**config.mk**
```make
export PLATFORM = sky130hd
export DESIGN_NAME = ahfp_mul_arb
export DESIGN_NICKNAME = d
export VERILOG_FILES = /design/src/rtl/ahfp_mul_arb.sv
export SDC_FILE = /design/constraint.sdc
export NUM_CORES = 1
export LEC_CHECK = 0
export ABC_AREA = 1
export CAP_MARGIN = 10
export CORE_AREA = 10 10 147 149
export CTS_BUF_LIST = sky130_fd_sc_hd__clkbuf_16
export CTS_CLUSTER_SIZE = 12
export DETAILED_ROUTE_END_ITERATION = 8
export DIE_AREA = 0 0 157 159
export PLACE_DENSITY_LB_ADDON = 0.1
export SLEW_MARGIN = 20
export SYNTH_ARGS = -nofsm -noshare
export SYNTH_HDL_FRONTEND = slang
export SYNTH_SLANG_ARGS = --single-unit
```
**constraint.sdc**
```tcl
create_clock -name clk -period 2.2 [get_ports clk]
set_clock_uncertainty 0.05 [all_clocks]
set_input_delay 0.22 -clock clk [delete_from_list [all_inputs] [get_ports clk]]
set_output_delay 0.22 -clock clk [all_outputs]
set_load 0.02 [all_outputs]
```
**src/rtl/ahfp_mul_arb.sv**
```systemverilog
// rtl/ahfp_mul_arb.sv - shares one pipelined FP multiplier among NREQ requesters with a latency-matched tag pipeline
// Build option: AHFP_MUL_ARB_FIXED_PRIO_EN selects fixed lowest-index priority instead of round-robin.
module ahfp_mul_arb #(
    parameter int NREQ    = 4,
    parameter int ID_W    = 2,
    parameter int MUL_LAT = 6
) (
    input  logic                 clk,
    input  logic                 rst_n,
    input  logic [NREQ-1:0]      req,
    input  logic [NREQ*32-1:0]   req_dataa,
    input  logic [NREQ*32-1:0]   req_datab,
    output logic [NREQ-1:0]      gnt,
    output logic [31:0]          mul_dataa,
    output logic [31:0]          mul_datab,
    input  logic [31:0]          mul_result,
    output logic                 rsp_valid,
    output logic [ID_W-1:0]      rsp_id,
    output logic [31:0]          rsp_result,
    output logic                 idle
);

    logic                      gnt_any;
    logic [ID_W-1:0]           gnt_id;
    logic [ID_W:0]             cand;
    logic                      iss_v;
    logic [ID_W-1:0]           iss_id;
    logic [MUL_LAT-1:0]        tag_v;
    logic [MUL_LAT*ID_W-1:0]   tag_id;

    assign gnt_any = |req;

`ifdef AHFP_MUL_ARB_FIXED_PRIO_EN
    // Scanning downward lets the lowest set index be the last assignment.
    always_comb begin
        gnt_id = '0;
        cand   = '0;
        for (int k = NREQ - 1; k >= 0; k--) begin
            cand = (ID_W+1)'(k);
            if (req[cand[ID_W-1:0]]) begin
                gnt_id = cand[ID_W-1:0];
            end
        end
    end
`else
    logic [ID_W-1:0] ptr;

    // Candidates ptr+NREQ down to ptr+1 (mod NREQ): the nearest successor of ptr wins.
    always_comb begin
        gnt_id = '0;
        cand   = '0;
        for (int k = NREQ; k >= 1; k--) begin
            cand = {1'b0, ptr} + (ID_W+1)'(k);
            if (cand >= (ID_W+1)'(NREQ)) begin
                cand = cand - (ID_W+1)'(NREQ);
            end
            if (req[cand[ID_W-1:0]]) begin
                gnt_id = cand[ID_W-1:0];
            end
        end
    end

    always_ff @(posedge clk or negedge rst_n) begin
        if (!rst_n) begin
            ptr <= ID_W'(NREQ - 1);
        end else if (gnt_any) begin
            ptr <= gnt_id;
        end
    end
`endif

    assign gnt = gnt_any ? (NREQ'(1) << gnt_id) : '0;

    always_ff @(posedge clk or negedge rst_n) begin
        if (!rst_n) begin
            mul_dataa <= '0;
            mul_datab <= '0;
            iss_v     <= 1'b0;
            iss_id    <= '0;
        end else begin
            iss_v  <= gnt_any;
            iss_id <= gnt_id;
            if (gnt_any) begin
                mul_dataa <= req_dataa[{gnt_id, 5'd0} +: 32];
                mul_datab <= req_datab[{gnt_id, 5'd0} +: 32];
            end
        end
    end

    // Tags shift toward the MSB end; the top stage lines up with the multiplier output.
    always_ff @(posedge clk or negedge rst_n) begin
        if (!rst_n) begin
            tag_v  <= '0;
            tag_id <= '0;
        end else begin
            tag_v  <= MUL_LAT'({tag_v, iss_v});
            tag_id <= (MUL_LAT*ID_W)'({tag_id, iss_id});
        end
    end

    assign rsp_valid  = tag_v[MUL_LAT-1];
    assign rsp_id     = tag_id[MUL_LAT*ID_W-1 -: ID_W];
    assign rsp_result = rsp_valid ? mul_result : 32'd0;
    assign idle       = ~iss_v & ~(|tag_v) & ~gnt_any;

endmodule

```
# Word-level counts from Yosys, hierarchy flattened
# Cells that the tools add are included.
totals:
  inputBits: 294
  regBits: 87
op_classes:
  n_shift: 3
  addsub: 8
  mux: 18
  reduce_logical: 2
  n_bitwise: 5
  magnitude_cmp: 8
ops:
  columns: ["op", "count"]
  rows:
  - ["128-bit by 8-bit indexed part select with 32-bit output", 2]
  - ["32-bit 2-to-1 mux", 1]
  - ["2-bit 2-to-1 mux", 8]
  - ["3-bit >= comparator, second input constant", 4]
  - ["2-bit by 3-bit less-than comparator with 1-bit output, second input constant", 4]
  - ["1-bit binary-select mux with 2-bit select", 4]
  - ["2-bit by 1-bit subtractor with 2-bit output, second input constant", 4]
  - ["2-bit by 2-bit adder with 3-bit output, second input constant", 2]
  - ["6-bit OR reduction", 1]
  - ["1-bit 2-to-1 mux", 4]
  - ["4-bit 2-to-1 mux", 1]
  - ["4-bit OR reduction", 1]
  - ["1-bit by 2-bit left shift with 4-bit output, first input constant", 1]
  - ["2-bit by 1-bit adder with 3-bit output, second input constant", 1]
  - ["2-bit by 3-bit adder with 3-bit output, second input constant", 1]
  - ["1-bit inverter", 3]
  - ["1-bit AND", 2]

# Longest topological paths before layout
# Gate-level depths: netlist of run 1.
depth:
  depth_word: 11
  ltp_mapped: 17
  ltp_nobuf: 14

# Least setup slack after synthesis of run 1
# Ideal clock, no wire load.
synth_path:
  path_type: "register to output"
  start: "register ptr[0]"
  end: "output gnt[0]"
  path_slack_ns: 0.006
  path_buffers: 3
  arrival_time_ns: 1.924
  path_stages_with_launch: 14
  cell_sequence: "dfstp_2 > buf_6 > inv_4 > nand2_1 > nand3_1 > nand2_1 > inv_2 > nand2_1 > nand2_1 > nand2_2 > nand2_2 > buf_6 > buf_6 > nor3_1"
synth_between:
  elab_chain_cells: 11
synth_lines:
  columns: ["element", "line", "source"]
  rows:
  - ["start: declaration", "46", "logic [ID_W-1:0] ptr;"]
  - ["start signal: assignment", "65", "ptr <= ID_W'(NREQ - 1);"]
  - ["start signal: assignment", "67", "ptr <= gnt_id;"]
  - ["2-bit by 3-bit adder with 3-bit output", "53", "cand = {1'b0, ptr} + (ID_W+1)'(k);"]
  - ["3-bit >= comparator / 2-bit by 1-bit subtractor with 2-bit output (equally long branches)", "54, 55", null]
  - ["2-bit 2-to-1 mux", "54", "if (cand >= (ID_W+1)'(NREQ)) begin"]
  - ["1-bit binary-select mux with 2-bit select", "57", "if (req[cand[ID_W-1:0]]) begin"]
  - ["1-bit 2-to-1 mux (implied by the code)", "57", null]
  - ["2-bit 2-to-1 mux (3 in a row)", "57", null]
  - ["2-bit 2-to-1 mux (*)", "57", null]
  - ["net gnt_id[0]", "24", "logic [ID_W-1:0] gnt_id;"]
  - ["1-bit by 2-bit left shift with 4-bit output (*)", "72", "assign gnt = gnt_any ? (NREQ'(1) << gnt_id) : '0;"]
  - ["4-bit 2-to-1 mux (*)", "72", null]
  - ["end: declaration", "13", "output logic [NREQ-1:0] gnt,"]
# Mark *: on every way through the listed nets, which the timed path passes. The rest lies on a longest branch. The select of a mux whose other input is x is not followed.

# Worst setup path in the final report of run 1
layout_path:
  start: "register ptr[0]"
  end: "output gnt[0]"
layout_between:
  elab_chain_cells: 11
layout_lines:
  columns: ["element", "line"]
  rows:
  - ["2-bit by 3-bit adder with 3-bit output", "53"]
  - ["3-bit >= comparator / 2-bit by 1-bit subtractor with 2-bit output (equally long branches)", "54, 55"]
  - ["2-bit 2-to-1 mux", "54"]
  - ["1-bit binary-select mux with 2-bit select", "57"]
  - ["1-bit 2-to-1 mux (implied by the code)", "57"]
  - ["2-bit 2-to-1 mux (3 in a row)", "57"]
  - ["2-bit 2-to-1 mux (*)", "57"]
  - ["1-bit by 2-bit left shift with 4-bit output (*)", "72"]
  - ["4-bit 2-to-1 mux (*)", "72"]
# Every way passes the cells marked *; elsewhere a longest branch is shown, timed or not. The select of a mux whose other input is x is not followed.

==> results of run 1 <==
[sequential cells by signal, indices dropped and copies added (netlist names)]
| name | count |
|---|---|
| mul_datab | 32 |
| tag_v | 6 |
| iss_v | 1 |
| tag_id | 12 |
| iss_id | 2 |
| mul_dataa | 32 |
| ptr | 2 |
[final cells by class]
cell class	count	area [sq um]
flip-flops and latches	87	2180
repair buffers	457	4980
diodes	2	5.00
multi-input cells	719	3370
clock inverters	7	53.8
fillers	1725	6330
inverters	299	1140
clock buffers	9	225
well taps	234	293
[report_power, final]
group / internal [mW] / switching, mW
logic: 7.01 / 9.19
registers: 2.49 / 0.402
clock network: 0.776 / 0.709
[worst max-delay path, cell delays in order (launching register included)]
cell,delay (ns)
dfstp_2,0.57
buf_12,0.13
inv_8,0.05
nand2_4,0.06
nand2_4,0.06
nand2_2,0.09
nand2_2,0.07
inv_4,0.08
nand2_4,0.07
nand2_8,0.08
nand2_8,0.08
nor3_4,0.15
buf_6,0.14
[Yosys cell counts]
master / n / area [sq um]
buf_2: 39 / 195
o21ai_1: 1 / 5.00
clkbuf_1: 22 / 82.6
nand2_2: 2 / 12.5
inv_2: 4 / 15.0
buf_1: 2 / 7.51
buf_4: 4 / 30.0
buf_8: 1 / 15.0
inv_1: 294 / 1100
nor3_1: 1 / 5.00
dfrtp_1: 85 / 2130
nor2_1: 3 / 11.3
nand4_1: 1 / 6.26
nor4_2: 1 / 12.5
a21oi_1: 1 / 5.00
dfstp_2: 2 / 52.6
nand3_2: 1 / 10.0
nand3_1: 259 / 1300
nor4_1: 2 / 12.5
inv_4: 1 / 6.26
nand2_1: 447 / 1680
buf_6: 9 / 101
[through the flow]
step / setup WS, ns / instance area (sq um) / util / hold slack (ns)
floorplan: 0.00590 / 6790 / - / -0.126
CTS: -0.0431 / 11500 / 0.618 / 0.300
global placement: -0.494 / 11000 / 0.592 / 0.223
detailed placement: -0.516 / 11000 / 0.592 / 0.217
global route: -0.145 / 12200 / 0.659 / 0.306
finish: -0.0593 / 12200 / 0.659 / 0.298
[metal layers]
metal | vias to the layer above | share of wire
li1 | 4271 | -
met1 | 3853 | 0.40
met2 | 300 | 0.49
met3 | 40 | 0.085
met4 | 2 | 0.021
met5 | - | 0.00039
[cells by family (layout without fill, tap and decap cells)]
kind of cell / count (synthesis) / after routing / share of synthesized area
DFF: 87 / 87 / 0.321
buffers and inverters: 376 / 772 / 0.229
other: 0 / 2 / 0
and+or+nand+nor: 717 / 717 / 0.448
AOI/OAI and AO/OA: 2 / 2 / 0.00147
[worst paths after layout]
path | cells after the start | startpoint | end
max | 12 | ptr[0] | gnt[0]
min | 0 | tag_id[1] | tag_id[3]
max reg2reg | 16 | ptr[0] | mul_datab[18]
min reg2reg | 0 | tag_id[1] | tag_id[3]
max in group asynchronous | 3 | rst_n | mul_datab[12]
min in group asynchronous | 2 | rst_n | mul_dataa[30]
[timing repair]
action,CTS,global route
pin swaps,4,13
resized for setup,54,78
buffers inserted,3,3
cloned,2,18
endpoints found under the hold margin,43,0
hold buffers,1,0
endpoints found under the setup margin,53,76
==> impl_metrics.yaml, run 1 <==
cts:
  cts_buffer_depth: 2
  clk_latency_ns: 0.35
  cts_buffers: 9
  cts_num_sinks: 87
  clkTransAtPathRegs_ns: 0.07
  h-tree-depth: 3
  cts_tree: "yes"
  root_buffer: "clkbuf_16"
routing:
  drtIter0Drc: 563
  via_per_inst: 4.67
  finalWirelength_um: 33100
  vias: 8466
  drcViolationCount: 0
  postRouteAntennaNets: 0
  first_pass_iters: 5
  route.detailed.wl_per_inst_um: 18.2
synthesis:
  ys_seq_area_frac: 0.321
  synth_seq_cells: 87
  yosysWarnings: 0
  netlist_area_sq_mm: 0.00679
  ys_types: 22
  syn_inst: 1182
  synth_area_per_cell_sq_um: 5.74
  synth_nets: 1476
die:
  die_height_um: 159
  dieArea_sq_mm: 0.0250
  pin_count: 398
  row_count: 50
  core_sq_mm: 0.0186
  start_util: 0.365
  die_x_um: 157
grt:
  track_usage: 0.228
  grt_max_degree: 80
  busiest_layer: "met2"
  grt_pass1_wl_um: 45300
  first_global_vias: 7749
  grt_use_met3: 0.0718
  grt_use_met1: 0.268
  antenna_found_initial: 2
  grt.met2_usage: 0.384
  grt_overflow: 0
setup_path:
  reg2reg_slack_ns: -0.02
  crit_path_start_kind: "flip-flop"
  crit_path_end_kind: "primary output"
  worst-path-max-fanout: 7
  path_class: "reg -> out"
  arrival_ns: 1.99
  worst_ep_required_time_ns: 1.93
job:
  max_cap_violations: 0
run_status:
  violations: "setup timing"
  status: "complete, but fails checks"
finish:
  drive_gt1_frac: 0.0951
  final_cells: 1814
  final_common_cell: "nand2_1"
  final_cell_mix: "nand2_1, clkdlybuf4s50_1, inv_1, nand3_1, dfrtp_1"
  syn_to_final_growth_pct: 80.4
  fin_nets: 1867
timing:
  slew_violations: 0
  finalSetupViolations: 10
  rsz0062_at_grt: "yes"
  setup_tns_ns: -0.199
  layout_min_cycle_time_ns: 2.26
  max_freq_mhz: 443
  tightestPinTransition_ns: 0.638
  finalHoldViolations: 0
  slew_headroom: 0.574
  timing.final.ws_setup_ns: -0.0593
  finalCritPeriodShare: 1.03
power_and_ir_drop:
  p_per_area_mw_per_mm2: 1680
  leakage_nw: 6.76
  peakVddDrop_mv: 2.19
  power_mw: 20.6
placed_design:
  io_buffers: 397
  placed_cells: 1769
  place.gp.congestion: 0.888
  hpwl_um: 21900
worst_hold_path:
  hold_path_class: "reg -> reg"
Power figures use the tool's default switching activity.
==> inputs of run 2 (changes only) <==
CAP_MARGIN = 25   (was 10)
REMOVE_ABC_BUFFERS = 1   (was default)
==> run 2 against run 1 <==
- the run still ends with setup timing left
- critical path type unchanged
- first-iteration DRC count grew 15%
- largest cell class unchanged
- largest power group unchanged
- wire length rose by 9.2%
- clock-buffer cell count did not move
- total power grew 22%
- die area did not move
==> impl_metrics.yaml, run 2 (same netlist as run 1, synthesis figures left out) <==
run_status:
  status: "complete, but fails checks"
  violations: "setup timing"
setup_path:
  crit_path_start_kind: "flip-flop"
  crit_top_cell: "nand2_4"
  slowest_delay_ns: 0.60
  crit_path_end_kind: "primary output"
  cp_top_family: "buffers and inverters"
  path_class: "reg -> out"
  worst_ep_required_time_ns: 1.93
  path_cells: "buf_12 > nand2_4 > o21ai_4 > nand2_2 > nand2_2 > inv_4 > nand2_4 > nand2_4 > nand2_4 > buf_8 > buf_16 > inv_6 > nor2_4 > buf_6"
  arrival_ns: 2.19
  worst-path-max-fanout: 6
  cp.buffers_inverters: 6
  worst_path_max_delay_cell: "dfstp_2"
timing:
  finalCritPeriodShare: 1.12
  slew_headroom: 0.667
  slew_violations: 0
  timing.final.ws_setup_ns: -0.255
  rsz0062_at_grt: "yes"
  max_freq_mhz: 407
  finalSetupViolations: 68
  finalHoldViolations: 0
  layout_min_cycle_time_ns: 2.46
  tightestPinTransition_ns: 0.499
power_and_ir_drop:
  peakVddDrop_mv: 1.13
  p_per_area_mw_per_mm2: 1870
  leakage_nw: 7.42
finish:
  seq_area_sq_mm: 0.00218
  drive_gt1_frac: 0.190
  final_cell_area_sq_mm: 0.0134
  nFillCells: 1512
  final_cells: 1844
  top_regs: "mul_dataa x32, mul_datab x32, tag_id x12"
  multi_input_area_sq_mm: 0.00406
  fin_nets: 1897
  final_cell_mix: "clkdlybuf4s50_1, nand2_1, inv_1, nand3_1, dfrtp_1"
  syn_to_final_growth_pct: 97.7
  final_common_cell: "clkdlybuf4s50_1"
cts:
  cts_buffer_depth: 2
  clk_latency_ns: 0.35
  cts_num_sinks: 87
  cts_tree: "yes"
  cts_buffers: 9
  clkTransAtPathRegs_ns: 0.07
  root_buffer: "clkbuf_16"
  h-tree-depth: 3
routing:
  drcViolationCount: 0
  vias: 9002
  postRouteAntennaNets: 0
  drtIter0Drc: 650
  finalWirelength_um: 36200
  via_per_inst: 4.88
  route.detailed.wl_per_inst_um: 19.6
  first_pass_iters: 5
die:
  die_height_um: 159
  dieArea_sq_mm: 0.0250
  core_sq_mm: 0.0186
  die_x_um: 157
  start_util: 0.365
  row_count: 50
  pin_count: 398
grt:
  track_usage: 0.250
  grt_max_degree: 49
  grt_pass1_wl_um: 49200
  antenna_found_initial: 3
  grt_overflow: 0
  first_global_vias: 8327
placed_design:
  placed_cells: 1770
  hpwl_um: 23500
  post_dp_cell_area_sq_mm: 0.0110
  io_buffers: 397
  place.gp.congestion: 0.859
job:
  max_cap_violations: 0
worst_hold_path:
  hold_path_class: "reg -> reg"
[run 2: repair_timing]
| action | in CTS | in global routing |
|---|---|---|
| buffers inserted | 7 | 25 |
| gates cloned | 9 | 17 |
| hold endpoints to repair | 30 | 0 |
| resized for setup | 60 | 282 |
| hold buffers | 1 | 0 |
| pin swaps | 11 | 87 |
| endpoints found under the setup margin | 68 | 68 |
[run 2: routing by layer]
layer / GRT usage / part of all wire / up-vias
li1: - / - / 4324
met1: 0.278 / 0.37 / 4143
met4: 0.0768 / 0.039 / 2
met5: 0 / 0.00033 / -
met3: 0.0953 / 0.11 / 80
met2: 0.428 / 0.48 / 453
[run 2: stage by stage]
stage | total power [mW] | hold WS [ns] | setup TNS (ns) | util | setup slack, ns
floorplan | 9.34 | -0.126 | -219.26 | - | -3.14
detailed placement | 15.4 | 0.169 | -34.05 | 0.591 | -0.621
global placement | 15.3 | 0.157 | -32.34 | 0.591 | -0.592
finish | 25.1 | 0.299 | -8.52 | 0.723 | -0.255
global route | 26.7 | 0.308 | -15.47 | 0.723 | -0.337
CTS | 19.6 | 0.304 | -8.91 | 0.633 | -0.236
[run 2: final cells by class]
| cell class | count | area share |
|---|---|---|
| timing repair buffer | 487 | 0.408 |
| multi-input combinational | 719 | 0.302 |
| sequential | 87 | 0.162 |
| inverter | 299 | 0.0849 |
| tap | 234 | 0.0218 |
| clock buffer | 9 | 0.0168 |
| clock inverter | 7 | 0.00363 |
| antenna | 2 | 0.000373 |
[run 2: power breakdown]
| group | internal, mW | leakage, nW | switching, mW | total [mW] |
|---|---|---|---|---|
| clock | 0.766 | 0.131 | 0.697 | 1.46 |
| combinational | 9.46 | 6.28 | 11.2 | 20.7 |
| sequential | 2.50 | 1.01 | 0.453 | 2.95 |
[run 2: final timing paths]
kind	to	depth (start not counted)	slack [ns]	start
worst min register to register	tag_id[0]	0	0.30	iss_id[0]
worst min-delay path	tag_id[0]	0	0.30	iss_id[0]
min in group asynchronous	mul_datab[18]	2	0.35	rst_n
worst max register to register	mul_dataa[15]	19	-0.20	ptr[0]
worst max-delay path	gnt[1]	14	-0.26	ptr[0]
max in group asynchronous	mul_dataa[22]	3	0.97	rst_n
